**src/rtl/keypad_scanner.sv**
```systemverilog
// 4x4 matrix keypad scanner: drives one active-low column per scan tick,
// debounces press and release of the captured row, and reports the key code.
module keypad_scanner #(
    parameter logic [15:0] SCAN_DIV       = 16'd50000,
    parameter logic [3:0]  DEBOUNCE_TICKS = 4'd10
) (
    input  logic       clk,
    input  logic       reset,
    input  logic [3:0] rows,
    output logic [3:0] cols,
    output logic [3:0] key,
    output logic       key_valid,
    output logic       key_held
);

    localparam int unsigned DIV_W  = 16;
    localparam int unsigned CNT_W  = 4;
    localparam int unsigned LINE_W = 4;
    localparam int unsigned IDX_W  = 2;

    typedef enum logic [1:0] {
        SCAN     = 2'd0,
        DEBOUNCE = 2'd1,
        HELD     = 2'd2,
        RELEASE  = 2'd3
    } state_t;

    state_t              state;
    logic [LINE_W-1:0]   sync_meta;
    logic [LINE_W-1:0]   row_sync;
    logic [DIV_W-1:0]    div_cnt;
    logic [IDX_W-1:0]    col_idx;
    logic [IDX_W-1:0]    cap_row;
    logic [CNT_W-1:0]    dcnt;

    logic                tick_c;
    logic                any_low_c;
    logic [IDX_W-1:0]    low_row_c;
    logic                cap_low_c;
    logic [CNT_W-1:0]    dcnt_inc_c;
    logic [IDX_W-1:0]    col_next_c;
    logic [LINE_W-1:0]   cols_next_c;

    // Hex code printed on the key at row r, column c.
    function automatic logic [3:0] key_code(input logic [IDX_W-1:0] r,
                                            input logic [IDX_W-1:0] c);
        logic [3:0] code;
        case ({r, c})
            4'h0: code = 4'h1;
            4'h1: code = 4'h2;
            4'h2: code = 4'h3;
            4'h3: code = 4'hA;
            4'h4: code = 4'h4;
            4'h5: code = 4'h5;
            4'h6: code = 4'h6;
            4'h7: code = 4'hB;
            4'h8: code = 4'h7;
            4'h9: code = 4'h8;
            4'hA: code = 4'h9;
            4'hB: code = 4'hC;
            4'hC: code = 4'hE;
            4'hD: code = 4'h0;
            4'hE: code = 4'hF;
            default: code = 4'hD;
        endcase
        return code;
    endfunction

    // Two-flop synchronizer; idle (pulled-up) lines read as ones.
    always_ff @(posedge clk) begin
        if (reset) begin
            sync_meta <= 4'b1111;
            row_sync  <= 4'b1111;
        end else begin
            sync_meta <= rows;
            row_sync  <= sync_meta;
        end
    end

    // Free-running scan divider.
    always_ff @(posedge clk) begin
        if (reset) begin
            div_cnt <= '0;
        end else if (tick_c) begin
            div_cnt <= '0;
        end else begin
            div_cnt <= div_cnt + DIV_W'(1);
        end
    end

    assign tick_c      = (div_cnt == SCAN_DIV - DIV_W'(1));
    assign any_low_c   = ~(&row_sync);
    assign cap_low_c   = ~row_sync[cap_row];
    assign dcnt_inc_c  = dcnt + CNT_W'(1);
    assign col_next_c  = col_idx + IDX_W'(1);
    assign cols_next_c = ~(LINE_W'(1) << col_next_c);

    // Lowest-index low row wins when several are active.
    always_comb begin
        low_row_c = 2'd0;
        if (!row_sync[0]) begin
            low_row_c = 2'd0;
        end else if (!row_sync[1]) begin
            low_row_c = 2'd1;
        end else if (!row_sync[2]) begin
            low_row_c = 2'd2;
        end else if (!row_sync[3]) begin
            low_row_c = 2'd3;
        end
    end

    // Scan/debounce FSM; everything but key_valid advances only on a tick.
    always_ff @(posedge clk) begin
        if (reset) begin
            state     <= SCAN;
            col_idx   <= '0;
            cols      <= 4'b1110;
            cap_row   <= '0;
            dcnt      <= '0;
            key       <= 4'h0;
            key_valid <= 1'b0;
            key_held  <= 1'b0;
        end else begin
            key_valid <= 1'b0;
            if (tick_c) begin
                case (state)
                    SCAN: begin
                        if (any_low_c) begin
                            cap_row <= low_row_c;
                            dcnt    <= '0;
                            state   <= DEBOUNCE;
                        end else begin
                            col_idx <= col_next_c;
                            cols    <= cols_next_c;
                        end
                    end
                    DEBOUNCE: begin
                        if (cap_low_c) begin
                            dcnt <= dcnt_inc_c;
                            if (dcnt_inc_c == DEBOUNCE_TICKS) begin
                                state     <= HELD;
                                key       <= key_code(cap_row, col_idx);
                                key_valid <= 1'b1;
                                key_held  <= 1'b1;
                            end
                        end else begin
                            dcnt  <= '0;
                            state <= SCAN;
                        end
                    end
                    HELD: begin
                        if (!cap_low_c) begin
                            dcnt  <= '0;
                            state <= RELEASE;
                        end
                    end
                    RELEASE: begin
                        if (!cap_low_c) begin
                            dcnt <= dcnt_inc_c;
                            if (dcnt_inc_c == DEBOUNCE_TICKS) begin
                                state    <= SCAN;
                                key_held <= 1'b0;
                                col_idx  <= col_next_c;
                                cols     <= cols_next_c;
                            end
                        end else begin
                            dcnt  <= '0;
                            state <= HELD;
                        end
                    end
                    default: state <= SCAN;
                endcase
            end
        end
    end

endmodule

```
**config.mk**
```make
export PLATFORM = sky130hd
export DESIGN_NAME = keypad_scanner
export DESIGN_NICKNAME = d
export VERILOG_FILES = /design/src/rtl/keypad_scanner.sv
export SDC_FILE = /design/constraint.sdc
export NUM_CORES = 1
export LEC_CHECK = 0
export ABC_AREA = 1
export ABC_CLOCK_PERIOD_IN_PS = 1600
export BUFFER_PORTS_ARGS = -buffer_cell sky130_fd_sc_hd__buf_2
export CAP_MARGIN = 20
export CELL_PAD_IN_SITES_DETAIL_PLACEMENT = 1
export CELL_PAD_IN_SITES_GLOBAL_PLACEMENT = 2
export CORE_UTILIZATION = 34
export CTS_CLUSTER_DIAMETER = 80
export DETAILED_ROUTE_END_ITERATION = 7
export PLACE_DENSITY = 0.87
export SYNTH_ARGS = -nofsm -noshare
export SYNTH_HDL_FRONTEND = slang
export SYNTH_SLANG_ARGS = --single-unit
```
**constraint.sdc**
```tcl
create_clock -name clk -period 1.6 [get_ports clk]
set_input_delay 0.4 -clock clk [delete_from_list [all_inputs] [get_ports clk]]
set_output_delay 0.4 -clock clk [all_outputs]
set_load 0.05 [all_outputs]
```
Word-level counts from Yosys, hierarchy flattened

Memories as Yosys holds them, arrays and structs flattened. A register that Yosys moved wholly into a read port is not among the register bits.
Cells that the tools add are included.

Flip-flop bits (word level): 40
Memory bits (read-only): 64
Input port bits: 6
Output and inout bits: 10
Word-level logic and storage cells: 79
Memories kept: 1

Memories:

| memory           | words | width | rd ports | clocked after memory_dff | write ports | RTL line | RTL |
|---|---|---|---|---|---|---|---|
| (name not given) | 16    | 4     | 1        | 1                        | 0           | 48       | `case ({r, c})` |

Add/sub/neg operators: 3
Order comparisons: 1
Equal/unequal tests: 14
Shift-type cells: 1
Multiplexer cells: 32
Bitwise operators: 5
Reductions and logical operators: 12

Operator list:

| kind                  | count |
|---|---|
| $mux 4                | 7 |
| $mux 2                | 13 |
| $add 16x1->16 const B | 1 |
| $eq 16x16->1 const B  | 1 |
| $pmux 4 s4            | 1 |
| $ne 2x2->1 const B    | 7 |
| $reduce_and 5->1      | 2 |
| $pmux 2 s4            | 1 |
| $pmux 4 s2            | 1 |
| $reduce_and 4->1      | 2 |
| $mux 1                | 6 |
| $ne 3x3->1 const B    | 2 |
| $reduce_and 3->1      | 2 |
| $reduce_and 6->1      | 1 |
| $add 4x1->4 const B   | 1 |
| $eq 2x2->1 const B    | 2 |
| $eq 4x4->1 const B    | 1 |
| $not 1->1             | 4 |
| $not 4->4             | 1 |
| $pmux 2 s2            | 1 |
| $reduce_bool 2->1     | 2 |
| $reduce_or 4->1       | 1 |
| $shl 1x2->4 const A   | 1 |
| $lt 2x3->1 const B    | 1 |
| other kinds (6)       | 6 |

Logic depth before layout (Yosys ltp)

Gate-level depths: netlist (run 1).

Depth after elaboration: 6
Mapped depth: 12
Gate-level depth less buffers: 11

Worst setup path after synthesis (run 1)

No wires, ideal clock.

Path kind: register to register
From: register div_cnt[0]
To: register dcnt[2]
Library setup time: 0.116 ns
Arrival time: 1.347 ns
Required time: 1.484 ns
Slack: 0.137 ns
Stages on the path, launching flop included: 9
Path buffers: 0
Period minus slack after synthesis: 1.463 ns
Path through: dfxtp_1 ha_1 nand3_2 nor2_2 inv_1 nor2_2 nand2_1 a21oi_1 nor2_1

Cells in the longest elaborated chain, start to end: 2

RTL lines:

| what                       | RTL line | RTL |
|---|---|---|
| start, declared            | 31       | `logic [DIV_W-1:0] div_cnt;` |
| start signal, assigned     | 87       | `div_cnt <= div_cnt + DIV_W'(1);` |
| $eq 16x16->1               | 91       | `assign tick_c = (div_cnt == SCAN_DIV - DIV_W'(1));` |
| $reduce_and 3->1 (no line) | -        |  |
| end signal, assigned       | 139      | `dcnt <= dcnt_inc_c;` |
| end signal, assigned       | 159      | `dcnt <= dcnt_inc_c;` |
| end, declared              | 34       | `logic [CNT_W-1:0] dcnt;` |

No other way between the ends.
A chain may end at the register's enable or synchronous reset.

Worst setup path after layout (run 1)

From: register div_cnt[1]
To: register dcnt[1]

Same word-level chain as after synthesis.

==> flow_summary.yaml, run 1 <==
status:
  outcome: "complete, no violations"
synth:
  ys.flop_type: "dfxtp_1"
  async_reset_ff_share_pct: 0
  syn_area_um2: 2246
  syn_area_per_cell_um2: 7.107
  synth_seq_area_share_pct: 39.22
  synthesis.nets: 331
  syn_inst: 316
  synth_cell_types: 30
  synth_edf_count: 0
  yosysWarningCount: 0
  synth_seq_cells: 44
timing:
  slew_viol_final: 0
  period_share_pct: 92.22
  tightest_slew_ps: 381.8
  layout_min_cycle_time_ps: 1476
  whs_ps: 281.7
  slew_headroom_pct: 74.35
  max_freq_mhz: 677.7
  final-setup-viol-count: 0
  finClkSkew_ps: 4.495
  hold_violations: 0
grt:
  grtUsageMet1_pct: 21.67
  grtUsageMet3_pct: 3.280
  top_usage_layer: "met2"
  grt_use_total_pct: 16.36
  grt.overflow.total: 0
  grt_pass1_vias: 2038
  antenna_found_initial: 0
  use_met2_pct: 27.12
  grt_max_degree: 17
  grt_pass1_wl_um: 9177
critical_path:
  worst-path-stages: 8
  crit_slowest_cell: "dfxtp_4"
  critical_path_class: "reg -> reg"
  required_ps: 1820
  crit_top_cell: "nor2_4"
  path_max_fanout: 5
  cp.arrival_ps: 1700
  path_delay_family: "simple AND/OR/NAND/NOR gates"
  slowest_delay_ps: 370
  worstPathCellList: "ha_4 -> nand3_4 -> nor2_4 -> inv_1 -> nor2_4 -> buf_4 -> nand4_1 -> a21oi_1"
  crit_buf_inv: 2
  worstSetupEndpointType: "flop"
  reg2reg_slack_ps: 120
  r2r_cells: 8
  start_kind: "flop"
floorplanning:
  io_pins: 16
  rows: 29
  die_area_um2: 6935
  die_x_um: 83.28
  die-height_um: 83.28
  coreArea_um2: 6350
  start_util_pct: 35.37
min_path:
  holdCritPathClass: "in -> reg"
  min_path_cells: 2
finish:
  utilization_pct: 43.23
  drive_above_1_share_pct: 25.57
  area.growth.synth_to_final_pct: 22.23
  fin_nets: 366
  diodes: 0
  fin_area_um2: 2745
  layout_common_cells: "nand2_1, nor2_1, dfxtp_1"
  layout.cells.non_filler: 429
  layout_commonest_cell: "nand2_1"
  fillers: 804
cts:
  clk_latency_ps: 300
  cts-root-buf: "clkbuf_8"
  cts_inserted_buffers: 5
  cts_tree: "yes"
  h-tree-depth: 2
  clk_pin_slew_ps: 80
  cts.sinks: 44
  cts_buffer_depth: 2
place:
  placed_cell_area_um2: 2506
  portBuffers: 15
  place.gp.congestion: 0.7725
  dp.cells: 417
  dp_hpwl_um: 3986
route:
  wl_per_cell_um: 12.92
  dr.pass1.iters: 4
  dr.first_iter.drc_count: 67
  ant_nets: 0
  vias_per_cell: 4.802
  num_vias: 2060
  drcViolationCount: 0
  drt_wl_total_um: 5541
power_and_ir_drop:
  power_mw: 1.930
  ir_drop_v: 0.0003827
  leakage_nw: 1.209
  p_per_area_nw_per_um2: 703.2
flow_run:
  cap_viol_max_count: 0
-- routing by layer --
layer / up-vias / wire length (um)
li1: 1070 / -
met4: 0 / 53
met2: 22 / 2564
met3: 5 / 134
met1: 963 / 2788
met5: - / 0
-- kinds of logic (layout without fill, tap and decap cells) --
group / Yosys count / count (layout) / synth area share, %
fa+ha+maj: 9 / 9 / 5.014
simple gates: 182 / 182 / 38.66
flops: 44 / 44 / 39.22
buf+inv: 46 / 82 / 8.245
xor+xnor: 5 / 5 / 1.950
compound gates: 30 / 30 / 6.908
-- cell type report --
cell class	instances	area (um2)	area share [%]
clock buffers	8	90.09	3.282
repair buffers	33	222.7	8.113
flip-flops and latches	44	899.6	32.77
inverters	41	156.4	5.697
well taps	77	96.34	3.510
multi-input cells	226	1280	46.63
-- flip-flops by register name (all words and copies together) (netlist names), named ones only --
name	cells
dcnt	4
col_idx	2
sync_meta	4
div_cnt	16
cap_row	2
state	1
key_held	1
key_valid	1
row_sync	4
key	4
cols	4
-- worst paths after layout --
kind	startpoint	end
hold / removal	rows[2]	sync_meta[2]
hold reg to reg	sync_meta[2]	row_sync[2]
setup / recovery	div_cnt[1]	dcnt[1]
setup reg to reg	div_cnt[1]	dcnt[1]
-- Yosys cell counts, drive strengths merged (2+ instances only) --
master	n	area, um2
nand2	71	284.0
inv	41	156.4
or2	10	62.56
nor3	10	61.31
o21ai	9	45.04
dfxtp	44	880.8
ha	9	112.6
o22ai	2	12.51
xnor2	2	17.52
nor2	52	217.7
a21oi	18	90.09
nand3b	3	22.52
nor3b	2	15.01
xor2	3	26.28
nand4	6	37.54
buf	4	25.02
nand3	28	167.7
-- stage by stage --
| step | setup WS, ps | TNS (ps) |
|---|---|---|
| after detailed placement | -75.27 | -128.2 |
| after floorplan | 136.9 | 0 |
| after global routing | -15.54 | -17.97 |
| after CTS | -34.30 | -34.30 |
| final | 124.5 | 0 |
| after global placement | -9.091 | -9.091 |
-- power by group --
part,internal (mW),leakage [nW],switching [mW]
registers,1.11,0.361,0.0125
clock network,0.353,0.0455,0.370
logic,0.0382,0.803,0.0517
-- what timing repair did --
item | in CTS | in global routing
gates resized for setup | 5 | 28
endpoints found under the setup margin | 13 | 22
buffers inserted | 0 | 4
hold buffers | 0 | 0
pin swaps | 0 | 7
hold endpoints to repair | 0 | 0
Power figures use the tool's default switching activity.
==> inputs of run 2 (changes only) <==
- CELL_PAD_IN_SITES_DETAIL_PLACEMENT: 1 -> default
- CELL_PAD_IN_SITES_GLOBAL_PLACEMENT: 2 -> default
- CORE_UTILIZATION: 34 -> 42
- HOLD_SLACK_MARGIN: default -> 0.12
- PLACE_DENSITY: 0.87 -> 0.68
==> run 2 against run 1 <==
Compared with the run above: via count fell by 0.97%; hold slack improved by 12 ps; non-clock buffer count decreased by 3; final cell count shrank 2.6%; routed wire length fell by 19%; clock power rose by 36%; fmax down 1.4%; sequential share of layout area shrank 0.18 points; highest routed layer unchanged.
==> flow_summary.yaml, run 2 (synthesized netlist as in run 1, its figures left out) <==
place:
  dp.cells: 410
  dp_hpwl_um: 3392
  portBuffers: 15
  place.gp.congestion: 0.8768
cts:
  clk_latency_ps: 290
  h-tree-depth: 2
  cts.sinks: 44
  cts_tree: "yes"
  cts_buffer_depth: 2
  cts_inserted_buffers: 5
  cts-root-buf: "clkbuf_8"
  clk_pin_slew_ps: 70
  cts-hold-fix-buffers: 0
min_path:
  min_path_cells: 2
  holdCritPathClass: "in -> reg"
  min-delay-start: "rows[2]"
  hold_end: "sync_meta[2]"
critical_path:
  start_kind: "flop"
  worstPathCellList: "ha_1 -> xor2_1 -> nor2_1 -> nand2_1 -> nand2_1 -> nand3_1 -> nand2_1 -> nand2_1 -> nor2_1"
  required_ps: 1830
  reg2reg_slack_ps: 100
  path_max_fanout: 5
  crit_slowest_cell: "dfxtp_1"
  r2r_cells: 9
  crit_top_cell: "nand2_1"
  rr_startpoint: "dcnt[0]"
  slowest_delay_ps: 350
  critical_path_class: "reg -> reg"
  worstSetupEndpointType: "flop"
  cp.arrival_ps: 1720
timing:
  final-setup-viol-count: 0
  rsz0062_at_grt: "yes"
  whs_ps: 293.8
  slew_headroom_pct: 75.01
  finClkSkew_ps: 9.785
  layout_min_cycle_time_ps: 1497
  period_share_pct: 93.55
  max_freq_mhz: 668.1
  tightest_slew_ps: 370.9
  hold_violations: 0
  slew_viol_final: 0
route:
  dr.pass1.iters: 4
  dr.first_iter.drc_count: 94
  drt_wl_total_um: 4505
  num_vias: 2040
  ant_nets: 0
  vias_per_cell: 4.880
  drcViolationCount: 0
  wl_per_cell_um: 10.78
power_and_ir_drop:
  leakage_nw: 1.207
  p_per_area_nw_per_um2: 805.3
  ir_drop_v: 0.0006191
grt:
  grt_pass1_wl_um: 7527
  antenna_found_initial: 0
  grt_max_degree: 17
  grt.overflow.total: 0
  grt_use_total_pct: 17.43
  grt_pass1_vias: 1790
floorplanning:
  io_pins: 16
  start_util_pct: 43.70
  rows: 26
  die_area_um2: 5644
  die-height_um: 75.13
  die_x_um: 75.13
  coreArea_um2: 5140
finish:
  layout_commonest_cell: "nand2_1"
  area.growth.synth_to_final_pct: 20.84
  layout_common_cells: "nand2_1, nor2_1, dfxtp_1"
  drive_above_1_share_pct: 22.99
  largest_register_ffs: 16
  layout.area.seq_um2: 884.6
  fillers: 524
  diodes: 0
  largest_register: "div_cnt"
  fin_nets: 363
  multi_input_area_um2: 1256
  layout.cells.non_filler: 418
flow_run:
  cap_viol_max_count: 0
status:
  outcome: "complete, no violations"
## run 2: worst max path at each step
stage	startpoint	endpoint	slack (ps)	depth (start not counted)
final	dcnt[0]	flop	100	9
after global routing	dcnt[0]	key[2]	-10	9
after CTS	div_cnt[0]	key[2]	1	8
after detailed placement	div_cnt[0]	dcnt[2]	10	8
after global placement	div_cnt[0]	key[2]	40	8
after floorplan	div_cnt[0]	dcnt[2]	140	8
## run 2: layout make-up
cell class | count | share of cell area [%]
multi-input cells | 226 | 46.29
flip-flops and latches | 44 | 32.60
repair buffers | 30 | 7.377
inverters | 41 | 5.763
well taps | 70 | 3.227
clock buffers | 5 | 2.536
clock inverters | 2 | 2.213
## run 2: report_power, final
group	switching, mW	total (mW)	internal [mW]
sequential	0.0107	1.12	1.11
combinational	0.0457	0.0826	0.0369
clock	0.367	0.981	0.615
total	0.423	2.19	1.76
## run 2: critical path: cells and delay by family, from the launching register on
family,cells,cell delay (ps)
xor gates and xnor gates,1,160
and+or+nand+nor,7,710
adders and majority gates,1,220
DFF,1,350
## run 2: repair_timing
| item | in CTS | in global routing |
|---|---|---|
| endpoints found under the setup margin | 2 | 20 |
| pin swaps | 0 | 5 |
| gates resized for setup | 1 | 22 |
| buffers inserted | 0 | 1 |
## run 2: per-stage QoR
stage | setup TNS (ps) | instance area (um2) | power [mW] | utilization [%] | setup slack [ps]
floorplan | 0 | 2246 | 1.192 | - | 136.9
global placement | 0 | 2497 | 1.221 | 48.59 | 35.75
detailed placement | 0 | 2497 | 1.223 | 48.59 | 10.74
CTS | 0 | 2631 | 2.202 | 51.19 | 0.9986
global route | -23.06 | 2714 | 2.260 | 52.80 | -9.543
finish | 0 | 2714 | 2.186 | 52.80 | 103.2
## run 2: routing by layer
metal	up-vias	GRT usage (%)	routed length, um
met1	927	21.56	2163
met2	33	30.33	2104
met4	0	5.870	74
li1	1073	-	-
met5	-	0	0
met3	7	3.347	163
==> inputs of run 3 (changes only) <==
- SETUP_SLACK_MARGIN: default -> 0.15
==> run 3 against run 2 <==
Compared with the run above: sequential share of layout area shrank 0.89 points; sequential cell count did not move; fmax grew 0.67%; register-to-register slack is essentially flat; clock power shrank 25%; combinational power up 2%.
==> flow_summary.yaml, run 3 (synthesized netlist as in run 1, its figures left out) <==
status:
  outcome: "complete, no violations"
finish:
  fin_area_um2: 2825
  fin_nets: 369
  diodes: 0
  largest_register: "div_cnt"
  largest_register_ffs: 16
  layout_commonest_cell: "nand2_1"
  area.growth.synth_to_final_pct: 25.79
  drive_above_1_share_pct: 31.55
  utilization_pct: 54.97
  layout_common_cells: "nand2_1, nor2_1, inv_1, dfxtp_1"
power_and_ir_drop:
  seqPwrFrac_pct: 57.9
  leakage_nw: 1.229
  p_sw_mw: 0.4380
  p_per_area_nw_per_um2: 684.7
  power_mw: 1.935
  ir_drop_v: 0.0005775
  p_comb_share_pct: 4.3
  p_int_mw: 1.497
  p_sw_share_pct: 22.64
  power.share.clock_pct: 37.8
place:
  portBuffers: 15
  placed_cell_area_um2: 2510
  place.gp.congestion: 0.8680
  dp_hpwl_um: 3303
  detailedPlace.worstSlack_ps: 4.396
grt:
  grt.overflow.total: 0
  grt_pass1_vias: 1712
  grt_max_degree: 17
  grt_use_total_pct: 16.87
  grt_pass1_wl_um: 7251
  antenna_found_initial: 0
floorplanning:
  die-height_um: 75.13
  start_util_pct: 43.70
  die_area_um2: 5644
  coreArea_um2: 5140
  rows: 26
  io_pins: 16
  die_x_um: 75.13
timing:
  max_freq_mhz: 672.6
  rsz0062_at_grt: "yes"
  slew_headroom_pct: 79.10
  setup_slack_ps: 113.2
  finClkSkew_ps: 7.165
  final-setup-viol-count: 0
  fin_setup_tns_ps: 0
  tightest_slew_ps: 311.4
  slew_viol_final: 0
  layout_min_cycle_time_ps: 1487
  hold_violations: 0
  period_share_pct: 92.93
critical_path:
  critical_path_class: "reg -> reg"
  path_max_fanout: 6
  slowest_delay_ps: 370
  cp.arrival_ps: 1730
  crit_slowest_cell: "dfxtp_2"
  reg2reg_slack_ps: 110
  worstPathCellList: "ha_4 -> nand3_4 -> nor2_4 -> nand3_4 -> nor2_4 -> buf_4 -> nand3b_1 -> nand3_1"
  required_ps: 1840
  worstSetupEndpointType: "flop"
  start_kind: "flop"
route:
  drcViolationCount: 0
  dr.first_iter.drc_count: 85
  wl_per_cell_um: 10.58
  ant_nets: 0
  vias_per_cell: 4.692
  num_vias: 1994
  drt_wl_total_um: 4495
  dr.pass1.iters: 4
flow_run:
  cap_viol_max_count: 0
cts:
  cts-root-buf: "clkbuf_8"
  clk_latency_ps: 300
  cts_tree: "yes"
  cts_buffer_depth: 2
  cts-hold-fix-buffers: 0
  cts_inserted_buffers: 5
  h-tree-depth: 2
  clk_pin_slew_ps: 80
  cts.sinks: 44
min_path:
  holdCritPathClass: "in -> reg"
## run 3: cell count changes in the layout (fill, tap and decap cells not counted), sizes merged
| cell | change |
|---|---|
| buf | +6 |
| bufinv | -2 |
| clkbuf | +2 |
| clkinvlp | +1 |
## run 3: power by group through the flow
stage          Sequential (mW)  Combinational, mW  Clock, mW
2_1_floorplan             1.14             0.0499          0
4_1_cts                   1.12             0.0793      0.746
3_5_place_dp              1.14             0.0759          0
5_1_grt                   1.12             0.0944      0.789
6_report                  1.12             0.0841      0.731
3_3_place_gp              1.14             0.0762          0
## run 3: critical path, delay by kind of cell, from the launching register on
kind | cells | cell delay (ps)
flip-flops | 1 | 370
adder cells (fa/ha/maj) | 1 | 150
AND/OR/NAND/NOR | 6 | 750
buffers and inverters | 1 | 150
## run 3: per-stage QoR
step / hold WS, ps / instances
2_1_floorplan: 389.5 / 316
3_3_place_gp: 391.1 / 411
3_5_place_dp: 397.1 / 411
4_1_cts: 270.6 / 419
5_1_grt: 268.7 / 425
6_report: 274.9 / 425
## run 3: final timing paths
kind / from / end / cells after the start
worst max register to register: div_cnt[0] / cols[1] / 8
worst min register to register: sync_meta[2] / row_sync[2] / 1
worst max-delay path: div_cnt[0] / cols[1] / 8
worst min-delay path: rows[0] / sync_meta[0] / 2
## run 3: metal layers
metal  vias up  track usage [%]  wire length, um
met1       879            22.13             2160
li1       1077                -                -
met3         6            3.213              171
met2        32            27.53             2089
met4         0            6.289               74
met5         -                0                0
## run 3: final cells by class
type	instances	area, um2
Clock buffer	7	86.33
Clock inverter	1	7.507
Fill cell	511	2315
Inverter	41	156.4
Multi-Input combinational cell	226	1343
Sequential cell	44	895.9
Tap cell	70	87.58
Timing Repair Buffer	36	249.0
## run 3: repair_timing
item                       in CTS  in global routing
pin swaps                       5                 12
buffers inserted                0                  6
setup endpoints to repair      21                 25
gates resized for setup        16                 38
